### src/rtl/reboot_ctrl.sv
// Software reboot controller: hold-off timer, then a timed reset request toward the
// clock/reset manager or a SB_WARMBOOT image-select + boot strobe.
//
// state       | meaning
// ------------+-----------------------------------------------
// S_IDLE      | ready for a command
// S_ARM       | hold-off countdown, cancellable
// S_RST_PULSE | reset request active for RST_LEN cycles
// S_WB_SETUP  | image select driven, boot strobe still low
// S_BOOT      | boot strobe high, left only through rst
module reboot_ctrl #(
  parameter int DELAY_W  = 16,
  parameter int RST_LEN  = 16,
  parameter int WB_SETUP = 2
) (
  input  logic               clk,
  input  logic               rst,
  input  logic               req_valid,
  output logic               req_ready,
  input  logic [1:0]         req_cmd,
  input  logic [1:0]         req_sel,
  input  logic [DELAY_W-1:0] req_delay,
  input  logic               cancel,
  output logic               busy,
  output logic               pll_rst_req,
  output logic [1:0]         wb_s,
  output logic               wb_boot
);

  localparam int PW = $clog2(RST_LEN + 1);
  localparam int SW = $clog2(WB_SETUP + 1);

  typedef enum logic [2:0] {
    S_IDLE,
    S_ARM,
    S_RST_PULSE,
    S_WB_SETUP,
    S_BOOT
  } state_t;

  state_t             r_state;
  state_t             w_next;
  logic [DELAY_W-1:0] r_cnt;
  logic [PW-1:0]      r_pcnt;
  logic [SW-1:0]      r_scnt;
  logic               r_is_wb;
  logic [1:0]         r_sel;
  logic               r_busy;
  logic               r_pll_rst_req;
  logic [1:0]         r_wb_s;
  logic               r_wb_boot;
  logic               w_accept;
  logic               w_cmd_ok;

  assign req_ready = (r_state == S_IDLE) & ~rst;
  assign w_accept  = req_valid & req_ready;
  assign w_cmd_ok  = (req_cmd == 2'b01) | (req_cmd == 2'b10);

  always_comb begin
    w_next = r_state;
    case (r_state)
      S_IDLE:      if (w_accept && w_cmd_ok) w_next = S_ARM;
      S_ARM: begin
        // cancel wins over an expiring hold-off
        if (cancel)           w_next = S_IDLE;
        else if (r_cnt == '0) w_next = r_is_wb ? S_WB_SETUP : S_RST_PULSE;
      end
      S_RST_PULSE: if (r_pcnt == '0) w_next = S_IDLE;
      S_WB_SETUP:  if (r_scnt == '0) w_next = S_BOOT;
      S_BOOT:      w_next = S_BOOT;
      default:     w_next = S_IDLE;
    endcase
  end

  always_ff @(posedge clk) begin
    if (rst) begin
      r_state       <= S_IDLE;
      r_cnt         <= '0;
      r_pcnt        <= '0;
      r_scnt        <= '0;
      r_is_wb       <= 1'b0;
      r_sel         <= 2'b00;
      r_busy        <= 1'b0;
      r_pll_rst_req <= 1'b0;
      r_wb_s        <= 2'b00;
      r_wb_boot     <= 1'b0;
    end else begin
      r_state <= w_next;

      if (r_state == S_IDLE && w_accept) begin
        r_cnt   <= req_delay;
        r_is_wb <= req_cmd[1];
        r_sel   <= req_sel;
      end else if (r_state == S_ARM && r_cnt != '0) begin
        r_cnt <= r_cnt - DELAY_W'(1);
      end

      if (w_next == S_RST_PULSE && r_state != S_RST_PULSE)
        r_pcnt <= PW'(RST_LEN - 1);
      else if (r_state == S_RST_PULSE && r_pcnt != '0)
        r_pcnt <= r_pcnt - PW'(1);

      if (w_next == S_WB_SETUP && r_state != S_WB_SETUP)
        r_scnt <= SW'(WB_SETUP - 1);
      else if (r_state == S_WB_SETUP && r_scnt != '0)
        r_scnt <= r_scnt - SW'(1);

      // outputs are a registered copy of the current state
      r_busy        <= (r_state != S_IDLE);
      r_pll_rst_req <= (r_state == S_RST_PULSE);
      r_wb_s        <= (r_state == S_WB_SETUP || r_state == S_BOOT) ? r_sel : 2'b00;
      r_wb_boot     <= (r_state == S_BOOT);
    end
  end

  assign busy        = r_busy;
  assign pll_rst_req = r_pll_rst_req;
  assign wb_s        = r_wb_s;
  assign wb_boot     = r_wb_boot;

endmodule

### config.mk
export PLATFORM = sky130hd
export DESIGN_NAME = reboot_ctrl
export DESIGN_NICKNAME = d
export VERILOG_FILES = /design/src/rtl/reboot_ctrl.sv
export SDC_FILE = /design/constraint.sdc
export NUM_CORES = 1
export LEC_CHECK = 0
export BUFFER_PORTS_ARGS = -buffer_cell sky130_fd_sc_hd__buf_2
export CAP_MARGIN = 20
export CORE_ASPECT_RATIO = 1.25
export CORE_UTILIZATION = 50
export CTS_BUF_LIST = sky130_fd_sc_hd__clkbuf_2
export DETAILED_ROUTE_END_ITERATION = 8
export GPL_TIMING_DRIVEN = 0
export HOLD_SLACK_MARGIN = 0.15
export PLACE_DENSITY = 0.72
export SLEW_MARGIN = 10
export SYNTH_ARGS = -nofsm -noshare
export SYNTH_HDL_FRONTEND = slang
export SYNTH_SLANG_ARGS = --single-unit
### constraint.sdc
create_clock -name clk -period 3.74 [get_ports clk]
set_input_delay 0.748 -clock clk [delete_from_list [all_inputs] [get_ports clk]]
set_output_delay 0.748 -clock clk [all_outputs]
set_load 0.01 [all_outputs]
# Yosys cells after proc, flatten, opt, wreduce, memory -nomap -nowiden

Cells that the tools add are included.

Flip-flop bits (word level): 34
Bits of input ports: 24
Output and inout bits: 6
Logic and storage cells: 65

Add/subtract/negate cells: 3
Equality and inequality tests: 10
Multiplexer cells: 13
Bitwise gates (word level): 5
Reductions and logical operators: 22

Operators with widths:

| kind                                                                 | number |
|---|---|
| 16-bit 2-to-1 mux                                                    | 2 |
| 16-bit zero test                                                     | 1 |
| 16-bit nonzero test                                                  | 1 |
| 16-bit by 1-bit subtractor with 16-bit output, second input constant | 1 |
| 3-bit 2-to-1 mux                                                     | 5 |
| 3-bit one-hot mux with 5 select lines                                | 1 |
| 3-bit by 2-bit == test with 1-bit output, second input constant      | 4 |
| 4-bit 2-to-1 mux                                                     | 2 |
| 2-bit nonzero test                                                   | 4 |
| 1-bit logical AND                                                    | 7 |
| 3-bit by 2-bit != test with 1-bit output, second input constant      | 2 |
| 2-bit OR reduction                                                   | 3 |
| 5-bit zero test                                                      | 1 |
| 5-bit nonzero test                                                   | 1 |
| 5-bit by 1-bit subtractor with 5-bit output, second input constant   | 1 |
| 3-bit by 1-bit == test with 1-bit output, second input constant      | 1 |
| 3-bit == test, second input constant                                 | 1 |
| 3-bit zero test                                                      | 1 |
| 1-bit 2-to-1 mux                                                     | 3 |
| 3-bit nonzero test                                                   | 1 |
| 1-bit bitwise AND                                                    | 2 |
| 2-bit by 1-bit == test with 1-bit output, second input constant      | 1 |
| 2-bit == test, second input constant                                 | 1 |
| 2-bit zero test                                                      | 1 |
| other kinds (4)                                                      | 5 |

# Logic depth before layout (Yosys ltp)

Depth after elaboration: 9
Depth in mapped cells: 7
Mapped depth without buffers: 6

# Worst setup path after synthesis

OpenSTA, ideal clock, no wires.

Path type: input to register
From: in rst
To: reg r_scnt[0]
Setup time: 0.059 ns
Arrival: 2.047 ns
Data required time: 3.681 ns
Slack: 1.634 ns
Cell stages on the path: 6
Path buffers: 1
Path through: clkbuf_1 -> nor4_2 -> and2_4 -> a21oi_2 -> a2111oi_4 -> o21ba_1

Cells in the longest elaborated chain, start to end: 9
Elaborated cells on any way between the ends: 10
Those cells by class: eq/ne: 1; mux: 3; bitwise: 3; reduce/logical: 3

Ends and longest elaborated chain:

| item                                                          | RTL line | text |
|---|---|---|
| start, declared                                               | 17       | `input logic rst,` |
| 1-bit NOT *                                                   | 55       | `assign req_ready = (r_state == S_IDLE) & ~rst;` |
| 1-bit bitwise AND *                                           | 55       |  |
| net req_ready                                                 | 19       | `output logic req_ready,` |
| 1-bit bitwise AND *                                           | 56       | `assign w_accept = req_valid & req_ready;` |
| 1-bit logical AND *                                           | 62       | `S_IDLE: if (w_accept && w_cmd_ok) w_next = S_ARM;` |
| 3-bit 2-to-1 mux *                                            | 62       |  |
| 3-bit one-hot mux with 5 select lines *                       | 61       | `case (r_state)` |
| 3-bit by 2-bit == test with 1-bit output *                    | 103      | `if (w_next == S_WB_SETUP && r_state != S_WB_SETUP)` |
| 1-bit logical AND *                                           | 103      |  |
| 1-bit 2-to-1 mux / 2-bit nonzero test (equally long branches) | n/a      |  |
| end signal, assigned                                          | 104      | `r_scnt <= SW'(WB_SETUP - 1);` |
| end signal, assigned                                          | 106      | `r_scnt <= r_scnt - SW'(1);` |
| end, declared                                                 | 45       | `logic [SW-1:0] r_scnt;` |

Mark *: on every way through the listed nets, which the timed path passes. The rest lies on a longest branch.
A chain may end at the register's enable or synchronous reset.

# Final worst setup path

From: reg r_state[2]
To: out req_ready

Cells in the longest elaborated chain, start to end: 2

Ends and longest elaborated chain:

| item                   | RTL line | text |
|---|---|---|
| start, declared        | 41       | `state_t r_state;` |
| start signal, assigned | 88       | `r_state <= w_next;` |
| 3-bit zero test        | 55       |  |
| 1-bit bitwise AND      | 55       |  |
| end, declared          | 19       |  |

No other way between the ends.

==> summary.txt <==
Worst setup path
  – Crit path DAT: 1.46 ns
  – Stages on worst setup path: 2
  – Reg2reg path depth: 7
  – Crit path cell chain: nor4_2 -> buf_2
  – Worst-path cell with the longest stage delay: dfxtp_1
  – Reg2reg end: r_cnt[1]$_SDFFE_PP0P_
  – CP top delay family: flip-flops
  – Startpoint Class: register
  – WP buf/inv: 1
  – R2R setup slack: 1.77 ns
  – Critical path endpoint category: primary output
  – Crit Path Class: reg -> out
  – Worst path max stage delay: between 0.4 and 0.5 ns
  – CP Data Required Time: around 3 ns
  – Worst-path fanout max: 7
  – Reg-to-reg startpoint: r_cnt[0]$_SDFFE_PP0P_

Layout
  – Seq. cell area: 681 um2
  – Filler cells: ~330
  – Finished Cell Area: 2100 um2
  – Share of layout cells above drive strength 1: 23.5%
  – Final Net Count: 270
  – Synth-to-Final Area Change: 14.1%
  – Leading cell type in the layout, fill and taps excluded: dfxtp_1
  – Area of the multi-input gates: ~1100 um2
  – Most frequent cells in the layout: dfxtp_1 (34), buf_2 (31), nor2_1 (27), nand2_1 (16), a21oi_1 (12)
  – Diodes inserted: 0

STA
  – Final WS setup: 1.53 ns
  – Endpoints failing hold: 0
  – Max Clock Freq: 452 MHz
  – Slew margin rel.: about three fifths
  – Skew final: around 0.019 ns
  – RSZ-0062 raised after global routing: false
  – Final worst path period need: 2.21 ns
  – Worst Tran Pin Value: between 0.5 and 0.6 ns
  – Count of pins over their slew limit: 0
  – Fin crit share: 59.1%
  – Final setup TNS: 0 ns
  – # setup viols final: 0
  – Worst hold slack: 0.489 ns

Synth
  – Avg Inst Size Synth: 8.87 um2
  – Syn nets: 235
  – EDFF count, synth: 0
  – Seq/Total Area, Yosys: between 30% and 40%
  – Post-Syn Instances: 207
  – Mux share of post-synthesis cell area: 1.09%
  – Synth Area in XOR/XNOR: 5.25%
  – Post-synthesis register bit count: 34
  – Mapped cell area: between 1500 and 2000 um2
  – Synth Area in Adders: under 10%
  – Ys Warns: 0
  – Netlist cell types: between 50 and 60
  – Async S/R FF share, synth: 0%
  – Largest family of logic cells by synthesized area: simple AND/OR/NAND/NOR gates
  – Simple-Gate Fraction of Synth Area: between 30% and 40%
  – Compound-Gate Fraction of Synth Area: 19.4%
  – Predominant post-synthesis flop cell: dfxtp_1

Detailed routing
  – DR WL/cell: 15.0 um
  – Detailed router's first-iteration violation count: 50
  – Vias per cell: 5.84
  – DRT Pass-1 Iters: 4
  – Via count: 1648
  – DRC violations left: 0
  – Total routed wirelength: 4230 um
  – Antenna-violating nets left: 0

Clock tree
  – Clk_lat worst skew: 0.40 ns
  – Num CTS Buffers: 5
  – CTS Root Cell: clkbuf_2
  – Clk buf depth: 2
  – Clock-pin slew on the worst setup and hold paths: 0.19 ns
  – Hold_buf cts: 0
  – Clock Sinks: 34
  – Post-CTS sizing: 0
  – CTS HTree Levels: 2
  – Post-CTS Setup Bufs: 0
  – CTS tree: built

Global route
  – GRT Overall Usage: 23.7%
  – Initial antenna violation count: 0
  – First-pass GRT wire length: 7290 um
  – Vias in the first global route: 1591
  – Grt total ovfl: 0
  – Largest net degree at the start of global routing: 13

Floorplanning
  – Row cnt: 24
  – Core region area: 3510 um2
  – Initial Util: approximately 52%
  – Die Span Y: 69.8 um
  – Die W: 56.2 um
  – # IOs: 30
  – Die ar.: 3920 um2

Power
  – Pwr per Cell Area: 387 nW/um2
  – Leakage power: ~0.8 nW
  – Worst vdd ir: 275 uV

Min path
  – WHS Endpoint: r_sel[1]$_SDFFE_PP0P_
  – Hold Crit Class: reg -> reg
  – Hold_sp: r_sel[1]$_SDFFE_PP0P_
  – Hold depth: 2

Place
  – Hpwl dp: just under 3000 um
  – Pre-CTS WS: 1.44 ns
  – DP Area: 2030 um2
  – I/O Buffers: 28
  – RD Place Congestion: 0.871

Flow run
  – MaxCap Viol Count: 0

Run status
  – Outcome: finished clean
[worst reg2reg max path, delay by kind of cell, from the launching register on]
family / cells / cell delay (ns)
AOI/OAI and AO/OA: 2 / 0.55
adders and majority gates: 1 / 0.27
and+or+nand+nor: 2 / 0.30
DFF: 1 / 0.49
buffers and inverters: 2 / 0.28
[report_power, final]
group | total [mW] | switching [mW] | internal, mW | leakage (nW)
sequential | 0.402 | 0.0214 | 0.381 | 0.277
combinational | 0.160 | 0.0948 | 0.0652 | 0.490
clock | 0.250 | 0.137 | 0.112 | 0.0352
[how the worst max path moves through the flow]
| stage | start | endpoint | slack (ns) |
|---|---|---|---|
| 3_5_place_dp | rst | r_cnt[11]$_SDFFE_PP0P_ | 1.44 |
| 2_1_floorplan | rst | r_scnt[0]$_SDFFE_PP0P_ | 1.63 |
| 6_report | r_state[2]$_SDFF_PP0_ | req_ready | 1.53 |
| 4_1_cts | r_state[1]$_SDFF_PP0_ | req_ready | 1.51 |
| 3_3_place_gp | rst | r_cnt[11]$_SDFFE_PP0P_ | 1.46 |
| 5_1_grt | r_state[1]$_SDFF_PP0_ | req_ready | 1.40 |
[metal layers]
layer / global-route usage [%] / part of all wire, % / up-vias
li1: - / - / 825
met1: 26.0 / 42 / 758
met2: 43.0 / 50 / 53
met3: 5.60 / 4.9 / 12
met5: 0 / 0 / -
met4: 9.76 / 2.6 / 0
[registers in the layout, summed over array words and instances (netlist names)]
register	flops
busy	1
pll_rst_req	1
r_cnt	16
r_is_wb	1
r_pcnt	5
r_scnt	2
r_sel	2
r_state	3
wb_boot	1
wb_s	2
[Yosys cell counts, types with 4 or more instances]
cell type | n | area (um2)
a211oi_1 | 7 | 52.6
a21oi_1 | 12 | 60.1
clkbuf_1 | 5 | 18.8
dfxtp_1 | 34 | 681
ha_1 | 4 | 50.1
inv_1 | 9 | 33.8
nand2_1 | 16 | 60.1
nand3_1 | 8 | 40.0
nand3b_1 | 4 | 30.0
nand4_1 | 5 | 31.3
nor2_1 | 27 | 101
nor3_1 | 7 | 35.0
xnor2_1 | 5 | 43.8
xor2_1 | 6 | 52.6
[cell families (layout without fill, tap and decap cells)]
| logic type | after synthesis | count (layout) |
|---|---|---|
| flops | 34 | 34 |
| xor+xnor | 11 | 11 |
| fa+ha+maj | 4 | 4 |
| simple gates | 93 | 93 |
| mux | 2 | 2 |
| compound gates | 44 | 44 |
| buf+inv | 19 | 55 |
[final cells by class]
| type | count | area share [%] |
|---|---|---|
| Timing Repair Buffer | 28 | 6.69 |
| Clock buffer | 5 | 1.19 |
| Tap cell | 39 | 2.33 |
| Clock inverter | 3 | 2.15 |
| Sequential cell | 34 | 32.5 |
| Multi-Input combinational cell | 154 | 51.4 |
| Inverter | 9 | 1.61 |
| Buffer | 10 | 2.15 |
[stage by stage]
| stage | utilization, % | total power, mW | instances |
|---|---|---|---|
| final | 59.7 | 0.812 | 282 |
| after global routing | 59.7 | 0.854 | 282 |
| after CTS | 59.7 | 0.817 | 282 |
| after detailed placement | 57.7 | 0.567 | 274 |
| after global placement | 57.7 | 0.565 | 274 |
| after floorplan | - | 0.522 | 207 |
Power figures use the tool's default switching activity.
